**src/rtl/xfer_seq_ctrl.sv**
```systemverilog
// Transfer sequencer: fixed-latency ack, start pulse, beat tracking and a bounded retry loop.
// Optional RUN watchdog is enabled by defining XFER_SEQ_TIMEOUT_EN.
module xfer_seq_ctrl #(
    parameter int unsigned LEN_W     = 8,
    parameter int unsigned ACK_LAT   = 5,
    parameter int unsigned MAX_RETRY = 2,
    parameter int unsigned RETRY_CYC = 4
`ifdef XFER_SEQ_TIMEOUT_EN
    ,
    parameter int unsigned TIMEOUT   = 64
`endif
) (
    input  logic             clk,
    input  logic             rst,
    input  logic             req,
    input  logic [LEN_W-1:0] len,
    input  logic             beat_done,
    input  logic             fault,
    input  logic             abort,
    output logic             ack,
    output logic             start,
    output logic             rdy,
    output logic             enable,
    output logic             rt,
    output logic             endd,
    output logic             stop,
    output logic             er,
    output logic             interrupt,
    output logic             status_valid,
    output logic [1:0]       status
);

    localparam int unsigned AckW = (ACK_LAT > 1) ? $clog2(ACK_LAT) : 1;
    localparam int unsigned RcW  = (RETRY_CYC > 1) ? $clog2(RETRY_CYC) : 1;
    localparam int unsigned RtW  = (MAX_RETRY > 0) ? $clog2(MAX_RETRY + 1) : 1;

    typedef enum logic [2:0] {
        StIdle, StAckWait, StStart, StRun, StRetry, StDone, StStop, StErr
    } state_e;

    state_e            state_q, state_d;
    logic [LEN_W-1:0]  len_q, len_d;
    logic [LEN_W-1:0]  remaining_q, remaining_d;
    logic [AckW-1:0]   ack_cnt_q, ack_cnt_d;
    logic [RcW-1:0]    rty_cyc_q, rty_cyc_d;
    logic [RtW-1:0]    retry_cnt_q, retry_cnt_d;
    logic [1:0]        status_d;
    logic              ack_d, start_d, rdy_d, enable_d, rt_d, endd_d, stop_d, er_d, intr_d;
    logic              fault_eff;

`ifdef XFER_SEQ_TIMEOUT_EN
    localparam int unsigned WdW = $clog2(TIMEOUT + 1);
    logic [WdW-1:0] wd_q, wd_d;
    logic           timeout_hit;

    assign timeout_hit = (state_q == StRun) && !beat_done && (wd_q == WdW'(TIMEOUT - 1));
    assign fault_eff   = fault | timeout_hit;

    always_comb begin
        wd_d = wd_q;
        if (state_q == StRun) begin
            wd_d = beat_done ? '0 : wd_q + WdW'(1);
        end
        // Fresh window every time RUN is (re)entered.
        if (state_d == StRun && state_q != StRun) begin
            wd_d = '0;
        end
    end

    always_ff @(posedge clk) begin
        if (!rst) wd_q <= '0;
        else      wd_q <= wd_d;
    end
`else
    assign fault_eff = fault;
`endif

    always_comb begin
        state_d     = state_q;
        len_d       = len_q;
        remaining_d = remaining_q;
        ack_cnt_d   = ack_cnt_q;
        rty_cyc_d   = rty_cyc_q;
        retry_cnt_d = retry_cnt_q;

        case (state_q)
            StIdle: begin
                if (req) begin
                    len_d     = len;
                    ack_cnt_d = AckW'(ACK_LAT - 1);
                    state_d   = StAckWait;
                end
            end
            StAckWait: begin
                if (ack_cnt_q == '0) state_d = StStart;
                else                 ack_cnt_d = ack_cnt_q - AckW'(1);
            end
            StStart: begin
                remaining_d = len_q;
                retry_cnt_d = '0;
                state_d     = (len_q == '0) ? StDone : StRun;
            end
            StRun: begin
                if (abort) begin
                    state_d = StStop;
                end else if (fault_eff) begin
                    if (retry_cnt_q < RtW'(MAX_RETRY)) begin
                        retry_cnt_d = retry_cnt_q + RtW'(1);
                        rty_cyc_d   = RcW'(RETRY_CYC - 1);
                        state_d     = StRetry;
                    end else begin
                        state_d = StErr;
                    end
                end else if (beat_done) begin
                    remaining_d = remaining_q - LEN_W'(1);
                    if (remaining_q == LEN_W'(1)) state_d = StDone;
                end
            end
            StRetry: begin
                if (abort)                  state_d = StStop;
                else if (rty_cyc_q == '0)   state_d = StRun;
                else                        rty_cyc_d = rty_cyc_q - RcW'(1);
            end
            default: state_d = StIdle;
        endcase

        // Outputs are registered decodes of the upcoming state.
        ack_d    = (state_d == StAckWait) && (ack_cnt_d == '0);
        start_d  = (state_d == StStart);
        rdy_d    = (state_d != StIdle) && (state_d != StAckWait);
        enable_d = (state_d == StRun);
        rt_d     = (state_d == StRetry);
        endd_d   = (state_d == StDone);
        stop_d   = (state_d == StStop);
        er_d     = (state_d == StErr);
        intr_d   = (state_q == StDone) || (state_q == StStop) || (state_q == StErr);

        status_d = status;
        if (state_d == StStart)      status_d = 2'b00;
        else if (state_q == StDone)  status_d = 2'b01;
        else if (state_q == StStop)  status_d = 2'b10;
        else if (state_q == StErr)   status_d = 2'b11;
    end

    always_ff @(posedge clk) begin
        if (!rst) begin
            state_q      <= StIdle;
            len_q        <= '0;
            remaining_q  <= '0;
            ack_cnt_q    <= '0;
            rty_cyc_q    <= '0;
            retry_cnt_q  <= '0;
            ack          <= 1'b0;
            start        <= 1'b0;
            rdy          <= 1'b0;
            enable       <= 1'b0;
            rt           <= 1'b0;
            endd         <= 1'b0;
            stop         <= 1'b0;
            er           <= 1'b0;
            interrupt    <= 1'b0;
            status_valid <= 1'b0;
            status       <= 2'b00;
        end else begin
            state_q      <= state_d;
            len_q        <= len_d;
            remaining_q  <= remaining_d;
            ack_cnt_q    <= ack_cnt_d;
            rty_cyc_q    <= rty_cyc_d;
            retry_cnt_q  <= retry_cnt_d;
            ack          <= ack_d;
            start        <= start_d;
            rdy          <= rdy_d;
            enable       <= enable_d;
            rt           <= rt_d;
            endd         <= endd_d;
            stop         <= stop_d;
            er           <= er_d;
            interrupt    <= intr_d;
            status_valid <= intr_d;
            status       <= status_d;
        end
    end

endmodule

```
**config.mk**
```make
export PLATFORM = sky130hd
export DESIGN_NAME = xfer_seq_ctrl
export DESIGN_NICKNAME = d
export VERILOG_FILES = /design/src/rtl/xfer_seq_ctrl.sv
export SDC_FILE = /design/constraint.sdc
export NUM_CORES = 1
export LEC_CHECK = 0
export ABC_AREA = 1
export CAP_MARGIN = 20
export CORE_MARGIN = 2
export CORE_UTILIZATION = 58
export DETAILED_ROUTE_END_ITERATION = 16
export PLACE_DENSITY = 0.81
export SYNTH_ARGS = -nofsm -noshare
export SYNTH_HDL_FRONTEND = slang
export SYNTH_SLANG_ARGS = --single-unit
```
**constraint.sdc**
```tcl
create_clock -name clk -period 4.1 [get_ports clk]
set_input_delay 0.82 -clock clk [delete_from_list [all_inputs] [get_ports clk]]
set_output_delay 0.82 -clock clk [all_outputs]
set_load 0.005 [all_outputs]
```
==> impl_metrics.json <==
{
  "synth_top_cell_by_area": "dfxtp_1",
  "postCtsHoldBufs": 0,
  "grt_overflow_total": 0,
  "tightest_slew_ps": 656,
  "finalMaxSlewViolations": 0,
  "wl_um": 3860,
  "area_growth_syn_to_layout_pct": 16.3,
  "rows": 20,
  "die_y_um": 60.8,
  "drive_above_1_share": 0.0669,
  "ys_top_cells_by_area": "dfxtp_1 (40%), nand2_1 (12%), nor2_1 (9.6%), inv_1 (6.8%), o21ai_0 (6.7%)",
  "finClkSkew_ps": 4.34,
  "synth_top_area_frac": 0.396,
  "multi_input_comb_area_um2": 932,
  "grt_pass1_vias": 1530,
  "cp_max_fo": 21,
  "switching_share": 0.393,
  "path_class": "in -> reg",
  "status": "completed",
  "cap_violations": 0,
  "ios": 26,
  "initialDrtViolationCount": 121,
  "grt_max_degree": 22,
  "wl_per_cell_um": 11.3,
  "fin_ws_ps": 2050,
  "post-synth-top-count-cell": "nand2_1",
  "yosysSeqAreaShare": 0.396,
  "cts_tree": "done",
  "ys_warn_count": 0,
  "synthArstFlopShare": 0,
  "cts_htree_levels": 2,
  "tns_ps": 0,
  "hp-class": "reg -> reg",
  "ys_ff_latch": 37,
  "grt_first_pass_wirelength_um": 6670,
  "synthesis.nets": 293,
  "synth_cell_types": 29,
  "dieArea_um2": 3700,
  "ir_drop_v": 0.000245,
  "p_switching_mw": 0.396,
  "pwr-share-clk": 0.184,
  "synthCells": 274,
  "p_int_mw": 0.612,
  "seqPwrFrac": 0.449,
  "num_vias": 1692,
  "cellLeakagePower_nw": 0.940,
  "cts.clk_slew.worst_paths_ps": 110,
  "period_minus_slack_ps": 2050,
  "nets": 317,
  "pre_cts_slack_ps": 1690,
  "clock_latency_ps": 350,
  "cts_buffers": 5,
  "crit_path_start_kind": "input pin",
  "initial_core_util": 0.613,
  "place_congestion": 0.850,
  "drcViolationCount": 0,
  "slew_headroom": 0.561,
  "rsz0062_at_grt": "false",
  "core-area_um2": 3050,
  "fillers": 273,
  "syn_area_um2": 1870,
  "cp-end-kind": "flop",
  "avgSynthCellArea_um2": 6.83,
  "grt_usage": 0.245,
  "fmax_ghz": 0.489,
  "antenna_found_initial": 0,
  "first_pass_iters": 5,
  "synth_flop_cell": "dfxtp_1",
  "finalCritPeriodShare": 0.499,
  "crit_required_ps": 4380,
  "dieWidth_um": 60.8,
  "cts-resized-gates": 0,
  "cts_sinks": 37,
  "cp_data_arrival_time_ps": 2330,
  "clockBufferDepth": 2,
  "synth_common_cells": "nand2_1 (62), nor2_1 (48), dfxtp_1 (37)",
  "dp_hpwl_um": 2910,
  "antenna_left": 0,
  "via_per_inst": 4.93,
  "finalSetupViolations": 0,
  "synth_edf_count": 0,
  "regArea_um2": 741,
  "cts_setup_buffers": 0,
  "port-buffer-count": 25,
  "hold_viol": 0,
  "cts-root-buf": "clkbuf_4",
  "diodes": 0,
  "power_density_nw_per_um2": 463,
  "combPwrFrac": 0.367
}
[worst max-delay path: stages]
cell	delay [ps]
clkdlybuf4s50_1	890
inv_1	390
o21ai_0	230
[per-layer routing]
metal  global-route usage  share of wire
met1                0.343           0.49
met2                0.358           0.44
met3               0.0725          0.056
met4               0.0932          0.018
met5                    0              0
[cell families (layout without fill, tap and decap cells)]
| logic type | count (synthesis) | count (layout) | synth area share |
|---|---|---|---|
| adder cells (fa/ha/maj) | 5 | 5 | 0.0334 |
| buffers and inverters | 45 | 70 | 0.106 |
| AND/OR/NAND/NOR | 136 | 136 | 0.318 |
| flip-flops | 37 | 37 | 0.396 |
| AO/OA/AOI/OAI | 51 | 51 | 0.147 |
[layout by cell type (no fill, tap or decap), drive strengths merged]
master,instances
ha,5
nand2,65
o22ai,1
clkdlybuf4s50,25
a21o,1
nor2,51
nand4,7
inv,36
clkinv,3
o21ai,26
nand3,10
o211ai,1
o31ai,1
or2,1
a21oi,21
dfxtp,37
nor3,2
clkbuf,6
[power by group through the flow]
stage | clock network (mW) | logic [mW] | registers, mW
floorplan | 0 | 0.278 | 0.450
global placement | 0 | 0.359 | 0.459
detailed placement | 0 | 0.364 | 0.460
CTS | 0.194 | 0.367 | 0.452
global route | 0.205 | 0.425 | 0.461
finish | 0.186 | 0.370 | 0.452
[per-stage QoR]
stage                     instance area (µm²)  power, mW  instances   util  hold WS (ps)
after global placement                   2120      0.819        335  0.696           415
after CTS                                2180       1.01        343  0.713           435
after detailed placement                 2120      0.825        335  0.696           418
after global routing                     2180       1.09        343  0.713           450
after floorplan                          1870      0.728        274      -           403
final                                    2180       1.01        343  0.713           429
[registers in the layout, indices dropped and copies added (netlist names)]
name and cells:
ack 1, ack_cnt_q 3, enable 1, endd 1, er 1, len_q 8, rdy 1, remaining_q 8
retry_cnt_q 2, rt 1, rty_cyc_q 2, start 1, state_q 3, status 2, status_valid 1, stop 1
[worst paths after layout]
| path | slack, ps | cells past startpoint | start | to |
|---|---|---|---|---|
| worst max-delay path | 2050 | 3 | rst | rdy |
| worst min-delay path | 430 | 1 | rty_cyc_q[0] | rty_cyc_q[0] |
| worst max register to register | 2340 | 7 | state_q[2] | ack |
| worst min register to register | 430 | 1 | rty_cyc_q[0] | rty_cyc_q[0] |
[final cells by class]
type,instances,share of cell area
sequential,37,0.340
inverter,37,0.0673
clock inverter,2,0.00460
multi-input combinational,192,0.428
clock buffer,6,0.0190
timing repair buffer,25,0.115
tap,44,0.0253
No activity file was read; power rests on OpenSTA's default activity.
